`config.mk`:
```
export PLATFORM = sky130hd
export DESIGN_NAME = exception_unit
export DESIGN_NICKNAME = d
export VERILOG_FILES = /design/src/rtl/exception_unit.sv
export SDC_FILE = /design/constraint.sdc
export NUM_CORES = 1
export LEC_CHECK = 0
export CORE_UTILIZATION = 41
export CTS_CLUSTER_SIZE = 12
export DETAILED_ROUTE_END_ITERATION = 10
export HOLD_SLACK_MARGIN = 0.08
export PLACE_DENSITY_LB_ADDON = 0.1
export SETUP_SLACK_MARGIN = 0.05
export SLEW_MARGIN = 20
export SYNTH_ARGS = -nofsm -noshare
export SYNTH_HDL_FRONTEND = slang
export SYNTH_SLANG_ARGS = --single-unit
```
`constraint.sdc`:
```
create_clock -name clk -period 2.51 [get_ports clk]
set_input_delay 0.502 -clock clk [delete_from_list [all_inputs] [get_ports clk]]
set_output_delay 0.502 -clock clk [all_outputs]
set_load 0.02 [all_outputs]
```
`src/rtl/exception_unit.sv`:
```
// Fixed-priority exception/interrupt arbiter with pending flags, valid/ready
// hand-off to trap entry, and nesting-depth based double/triple fault escalation.
module exception_unit #(
    parameter int                     NUM_SOURCES  = 16,
    parameter int                     CAUSE_W      = 8,
    parameter logic [NUM_SOURCES-1:0] SYNC_MASK    = NUM_SOURCES'(16'h04FE),
    parameter int                     DOUBLE_CAUSE = 8,
    parameter int                     MAX_NEST     = 2
) (
    input  logic                             clk,
    input  logic                             rst_n,
    input  logic [NUM_SOURCES-1:0]           raise_i,
    input  logic [NUM_SOURCES-1:0]           mask_i,
    output logic                             exc_valid_o,
    output logic [CAUSE_W-1:0]               exc_cause_o,
    input  logic                             exc_ready_i,
    input  logic                             exc_ret_i,
    output logic [$clog2(MAX_NEST+1)-1:0]    depth_o,
    output logic [NUM_SOURCES-1:0]           pending_o,
    output logic                             cpu_reset_o
);

    localparam int DW = $clog2(MAX_NEST + 1);
    localparam int IW = $clog2(NUM_SOURCES);
    // Codes 0, 8 and 9 are not real sources and can never become pending.
    localparam logic [NUM_SOURCES-1:0] RESERVED = NUM_SOURCES'(16'h0301);

    typedef enum logic [1:0] {
        IDLE,
        OFFER,
        TRAP_RESET
    } state_t;

    state_t                 state, state_next;
    logic [NUM_SOURCES-1:0] pending, pending_next;
    logic [NUM_SOURCES-1:0] eligible, clear;
    logic [DW-1:0]          depth, depth_next;
    logic [CAUSE_W-1:0]     cause, cause_next;
    logic [IW-1:0]          src, src_next, sel;
    logic                   any, handshake, sel_sync;

    // Asynchronous sources are only taken outside any handler.
    assign eligible  = pending & (SYNC_MASK | ((depth == '0) ? mask_i : '0));
    assign handshake = (state == OFFER) && exc_ready_i;
    assign sel_sync  = SYNC_MASK[sel];

    always_comb begin
        any = 1'b0;
        sel = '0;
        for (int i = NUM_SOURCES - 1; i >= 0; i--) begin
            if (eligible[i]) begin
                any = 1'b1;
                sel = IW'(i);
            end
        end
    end

    always_comb begin
        state_next = state;
        cause_next = cause;
        src_next   = src;
        clear      = '0;
        unique case (state)
            IDLE: begin
                if (any) begin
                    if (sel_sync && depth == DW'(MAX_NEST)) begin
                        state_next = TRAP_RESET;
                    end else begin
                        state_next = OFFER;
                        src_next   = sel;
                        if (sel_sync && depth == DW'(MAX_NEST - 1) && depth != '0)
                            cause_next = CAUSE_W'(DOUBLE_CAUSE);
                        else
                            cause_next = CAUSE_W'(sel);
                    end
                end
            end
            OFFER: begin
                if (exc_ready_i) begin
                    state_next = IDLE;
                    clear      = NUM_SOURCES'(1) << src;
                end
            end
            TRAP_RESET: state_next = IDLE;
            default:    state_next = IDLE;
        endcase

        depth_next = depth;
        if (state == TRAP_RESET)
            depth_next = '0;
        else if (handshake && !exc_ret_i)
            depth_next = depth + DW'(1);
        else if (!handshake && exc_ret_i && depth != '0)
            depth_next = depth - DW'(1);

        // A raise in the same cycle as its clear wins; a triple fault drops everything.
        if (state == TRAP_RESET)
            pending_next = '0;
        else
            pending_next = (pending & ~clear) | (raise_i & ~RESERVED);
    end

    always_ff @(posedge clk or negedge rst_n) begin
        if (!rst_n) begin
            state   <= IDLE;
            pending <= '0;
            depth   <= '0;
            cause   <= '0;
            src     <= '0;
        end else begin
            state   <= state_next;
            pending <= pending_next;
            depth   <= depth_next;
            cause   <= cause_next;
            src     <= src_next;
        end
    end

    assign exc_valid_o = (state == OFFER);
    assign exc_cause_o = (state == OFFER) ? cause : '0;
    assign cpu_reset_o = (state == TRAP_RESET);
    assign depth_o     = depth;
    assign pending_o   = pending;

endmodule

```
# Word-level counts from Yosys, hierarchy flattened
# Memory sizes are Yosys's and may differ from the RTL's.
# Cells that the tools add are included.
dict set report totals {
  output_inout_bits 28
  romBits 16
  n_memories 1
  ff_bits 32
}
# name words word_bits read_ports rd_ports_with_merged_regs write_ports line
set memory_table {}
lappend memory_table {{(no name shown)} 16 1 1 0 0 45} ;# assign sel_sync = SYNC_MASK[sel];
dict set report op_classes {
  n_eq_ne 6
  order_cmp 1
  mux 46
  n_shift 1
  n_addsub 2
  bitwise_logic 5
  reduce_logical 15
}
# operator n
set ops {}
lappend ops {{two-way mux 4 bit} 17}
lappend ops {{two-way mux 16 bit} 4}
lappend ops {{bitwise AND 16 bit} 2}
lappend ops {{two-way mux 1 bit} 17}
lappend ops {{NOT 16 bit} 1}
lappend ops {{OR 16 bit} 1}
lappend ops {{<< shifter 1 x 4 -> 16 bit, first input constant} 1}
lappend ops {{two-way mux 2 bit} 6}
lappend ops {{two-way mux 8 bit} 1}
lappend ops {{logical AND 1 bit} 7}
lappend ops {{< comparator 4 x 5 -> 1 bit, second input constant} 1}
lappend ops {{== test 2 x 1 -> 1 bit, second input constant} 2}
lappend ops {{== test 2 bit, second input constant} 2}
lappend ops {{logical NOT 2 bit} 2}
lappend ops {{case mux 2 bit (2 select lines)} 1}
lappend ops {{AND reduction 3 bit} 1}
lappend ops {{nonzero test 3 bit} 1}
lappend ops {{adder 2 x 1 -> 2 bit, second input constant} 1}
lappend ops {{logical NOT 1 bit} 2}
lappend ops {{!= test 2 x 1 -> 1 bit, second input constant} 1}
lappend ops {{!= test 2 bit, second input constant} 1}
lappend ops {{AND reduction 2 bit} 1}
lappend ops {{nonzero test 2 bit} 1}
lappend ops {{subtractor 2 x 1 -> 2 bit, second input constant} 1}
lappend ops {{NOT 1 bit} 1}

# Longest topological paths before layout
dict set report logic_depth {
  ltp_word 25
  mapped_depth 10
  depth_no_buf 8
}

# Worst setup path before layout
# No wires, ideal clock.
dict set report synth_path {
  path_type {register -> register}
  start {reg depth[0], in the netlist depth_o[0]}
  end {reg src[0]}
  path_stages_with_launch 11
  arrival_ns 2.531
  required_time_ns 2.433
  n_path_buf 2
  path_slack_ns -0.097
  setup_ns 0.077
  path_cell_list {dfrtp_1 inv_1 ha_1 buf_6 and4b_1 a2111o_1 a311o_4 and3_4 buf_6 mux2_4 o21ai_1}
}
dict set report synth_via {
  elab_chain_len 24
}
# element line
set synth_lines {}
lappend synth_lines {{start, declared} 37} ;# logic [DW-1:0] depth, depth_next;
lappend synth_lines {{start signal, assigned} 113} ;# depth <= depth_next;
lappend synth_lines {{logical NOT 2 bit} 43} ;# assign eligible = pending & (SYNC_MASK | ((depth == '0) ? mask_i : '0));
lappend synth_lines {{two-way mux 16 bit} 43}
lappend synth_lines {{bitwise AND 16 bit} 43}
lappend synth_lines {{two-way mux 4 bit (16 in a row)} 51} ;# if (eligible[i]) begin
lappend synth_lines {{memory read (16 x 1 bit)} --}
lappend synth_lines {{two-way mux 1 bit (not written as such)} 45}
lappend synth_lines {{logical AND 1 bit} 66} ;# if (sel_sync && depth == DW'(MAX_NEST)) begin
lappend synth_lines {{NOT 1 bit (no source line)} --}
lappend synth_lines {{AND reduction 3 bit (no source line)} --}
lappend synth_lines {{end signal, assigned} 115} ;# src <= src_next;
lappend synth_lines {{end, declared} 39} ;# logic [IW-1:0] src, src_next, sel;
# Several ways; a longest one is shown, not always the timed one. The select of a mux whose other input is x is not followed.
# A chain may end at the register's enable or synchronous reset.

# Worst setup path after layout
dict set report layout_path {
  start {in mask_i[8]}
  end {reg src[0]}
}
dict set report layout_via {
  elab_chain_len 16
}
# element line
set layout_lines {}
lappend layout_lines {{start, declared} 13} ;# input logic [NUM_SOURCES-1:0] mask_i,
lappend layout_lines {{two-way mux 16 bit *} 43}
lappend layout_lines {{bitwise AND 16 bit *} 43}
lappend layout_lines {{two-way mux 4 bit (9 in a row)} 51}
lappend layout_lines {{memory read (16 x 1 bit)} --}
lappend layout_lines {{two-way mux 1 bit (not written as such)} 45}
lappend layout_lines {{logical AND 1 bit} 66}
lappend layout_lines {{NOT 1 bit (no source line)} --}
lappend layout_lines {{AND reduction 3 bit (no source line)} --}
# Mark *: on every way between the ends. The rest lies on a longest branch, timed or not. The select of a mux whose other input is x is not followed.

==> insert_results.sql <==
INSERT INTO impl_metrics (metric_group, metric, value, unit) VALUES
('floorplanning', 'coreArea', '4120', 'um^2'),
('power', 'leakagePower', '1.03', 'nW'),
('worst_setup_path', 'rr_startpoint', 'depth_o[1]$_DFFE_PN0P_', ''),
('global_route', 'number_of_antenna_violations_at_the_first_check_in_global_routing', '0', ''),
('clock_tree', 'cts_inserted_buffers', '3', ''),
('clock_tree', 'path_clk_slew', '0.11', 'ns'),
('run', 'timing.max_cap.violations', '0', ''),
('sta', 'period_minus_slack', '2.36', 'ns'),
('run_status', 'run_status', 'complete, no violations', ''),
('layout', 'post-route-util', '61.2', '%'),
('clock_tree', 'worst_skew_pair.late_latency', '0.28', 'ns'),
('layout', 'final_cells', '331', ''),
('worst_setup_path', 'crit_required', '2.72', 'ns'),
('floorplanning', 'fp.dieW', '68.2', 'um'),
('floorplanning', 'num_rows', '23', ''),
('synthesis', 'yosys.cell_types.count', '47', ''),
('floorplanning', 'die_h', '68.2', 'um'),
('global_route', 'grt_use_total', '24.3', '%'),
('global_route', 'use_met2', '37.4', '%'),
('route', 'first_iter_violations', '146', ''),
('layout', 'drive_above_1_share', '12.8', '%'),
('global_route', 'grt.met3_usage', '2.83', '%'),
('layout', 'layout_area_growth_over_synthesis', '40.2', '%'),
('floorplanning', 'initial_standard_cell_utilization_of_the_core', '43.7', '%'),
('clock_tree', 'cts_root_buf', 'clkbuf_8', ''),
('global_route', 'pin_count_of_the_biggest_net_entering_global_routing', '29', ''),
('worst_setup_path', 'cp-startpoint', 'mask_i[8]', ''),
('synthesis', 'number_of_enable_type_register_cells_in_the_synthesized_netlist', '0', ''),
('sta', 'setup_slack', '0.153', 'ns'),
('synthesis', 'synth_seq_area_share', '39.0', '%'),
('place', 'routabilityCongestion', '0.858', ''),
('synthesis', 'portion_of_synthesized_cell_area_occupied_by_the_leading_cell_type', '39.0', '%'),
('sta', 'layout_worst_path_cycle_share', '93.9', '%'),
('power', 'pwr_density_cell', '1230', 'nW/um^2'),
('route', 'route.vias.total', '1882', ''),
('power', 'worst_ir_drop_vdd', '0.701', 'mV'),
('synthesis', 'synth_async_sr_flop_share', '100', '%'),
('global_route', 'global_route.peak_usage_layer', 'met2', ''),
('route', 'drt_pre_antenna_iters', '4', ''),
('global_route', 'global_route.usage.met1', '35.6', '%'),
('worst_setup_path', 'cp.arrival', '2.57', 'ns'),
('sta', 'maxClockFrequency', '424', 'MHz'),
('clock_tree', 'hold_buffers', '0', ''),
('layout', 'num_antenna_cells', '0', ''),
('synthesis', 'dominantRegCellSynth', 'dfrtp_1', ''),
('worst_hold_path', 'timing.hold.worst.class', 'flop to flop', ''),
('synthesis', 'synth.avg_cell_area', '8.20', 'um^2'),
('layout', 'numnets_final', '321', ''),
('floorplanning', 'number_of_ports_placed_on_the_die_boundary', '64', ''),
('route', 'detail_route.drc_violations', '0', ''),
('worst_setup_path', 'critPathKind', 'primary input to flop', ''),
('place', 'placed_cells', '327', ''),
('route', 'drtAntennaViolNets', '0', ''),
('synthesis', 'yosysTopAreaCell', 'dfrtp_1', ''),
('clock_tree', 'tritoncts', 'yes', ''),
('place', 'port_buffers', '48', ''),
('route', 'total_routed_length', '5.25', 'mm'),
('place', 'placement.setup.worst_slack', '-0.161', 'ns'),
('synthesis', 'ys_top_cells_by_area', 'dfrtp_1 39%, a21oi_1 7.0%, nor2_1 6.5%', ''),
('clock_tree', 'clock_tree.buffer_depth', '2', ''),
('clock_tree', 'cts-htree-levels', '1', ''),
('worst_setup_path', 'cp-start-kind', 'primary input', ''),
('sta', 'grt_setup_unrepaired', 'no', ''),
('synthesis', 'yosysMostFrequentCell', 'nor2_1', ''),
('route', 'drt-wirelength-per-cell', '15.9', 'um'),
('worst_setup_path', 'critPathCaptureType', 'flop', ''),
('floorplanning', 'die_area', '4650', 'um^2'),
('route', 'vias_per_cell', '5.69', ''),
('layout', 'final.fill_count', '380', ''),
('global_route', 'first_global_vias', '1712', ''),
('sta', 'setup-violations-final', '0', '');
==> sequential cells by signal, summed over array words and instances, names as in the netlist <==
register / count
cause: 4
depth_o: 2
pending_o: 16
state: 2
src: 4
==> kinds of logic after synthesis <==
group / share of synthesized area [%]
multiplexers: 1.60
AND/OR/NAND/NOR: 23.7
XOR/XNOR: 0.488
buffers and inverters: 6.48
other: 0.209
adder cells (fa/ha/maj): 2.09
AO/OA/AOI/OAI: 26.4
flip-flops: 39.0
==> power by group <==
group | switching (mW) | total, mW | leakage, nW | internal [mW]
Clock | 0.156 | 0.370 | 0.0357 | 0.214
Combinational | 0.987 | 1.82 | 0.681 | 0.830
Sequential | 0.257 | 0.902 | 0.313 | 0.645
==> worst max-delay path, cell delays in order <==
cell	delay, ns
clkdlybuf4s50_1	0.44
and4b_1	0.22
a2111o_1	0.33
a311o_4	0.39
and3_4	0.21
mux2_4	0.33
o21ai_1	0.14
==> stage by stage <==
step	cell area, um^2	total power [mW]	hold WS [ns]	TNS, ns
finish	2520	3.09	0.554	0
global route	2520	3.31	0.566	0
CTS	2500	3.07	0.549	0
detailed placement	2430	2.69	0.534	-0.975
global placement	2430	2.67	0.529	-0.853
floorplan	1820	1.95	0.206	0
==> per-layer routing <==
layer  vias to the layer above  part of all wire, %
met2                        65                   47
met1                       906                   47
met3                         4                  5.4
met4                         0                 0.76
li1                        907                    -
met5                         -                    0
==> final timing paths <==
path | endpoint | slack (ns) | cells after the start
hold / removal | cause[1]$_DFFE_PN0P_ | 0.55 | 2
hold reg to reg | cause[1]$_DFFE_PN0P_ | 0.55 | 2
setup reg to reg | src[0]$_DFFE_PN0P_ | 0.17 | 8
max in group asynchronous | depth_o[1]$_DFFE_PN0P_ | 1.60 | 2
min in group asynchronous | cause[0]$_DFFE_PN0P_ | 0.60 | 2
setup / recovery | src[0]$_DFFE_PN0P_ | 0.15 | 7
==> layout make-up <==
class	instances	area (um^2)	share of cell area, %
clock buffer	3	41.3	1.64
clock inverter	1	30.0	1.19
inverter	11	41.3	1.64
multi-input combinational	171	1020	40.4
sequential	28	703	27.9
tap	50	62.6	2.48
timing repair buffer	67	623	24.7
==> timing repair <==
| item | CTS | global route |
|---|---|---|
| setup buffers | 0 | 0 |
| gates resized for setup | 0 | 2 |
| setup endpoints to repair | 0 | 2 |
==> placed cells by master, fill, tap and decap left out, types with 5 or more instances in the layout <==
| cell | Yosys | routed |
|---|---|---|
| a21oi_1 | 25 | 25 |
| a311oi_1 | 5 | 5 |
| and2_1 | 5 | 5 |
| buf_4 | 4 | 19 |
| clkdlybuf4s50_1 | 0 | 48 |
| dfrtp_1 | 28 | 26 |
| inv_1 | 11 | 9 |
| nand2_1 | 22 | 22 |
| nand3_1 | 13 | 13 |
| nor2_1 | 31 | 31 |
| o21ai_1 | 7 | 7 |
Note: power is estimated with default switching activity, not from simulation.
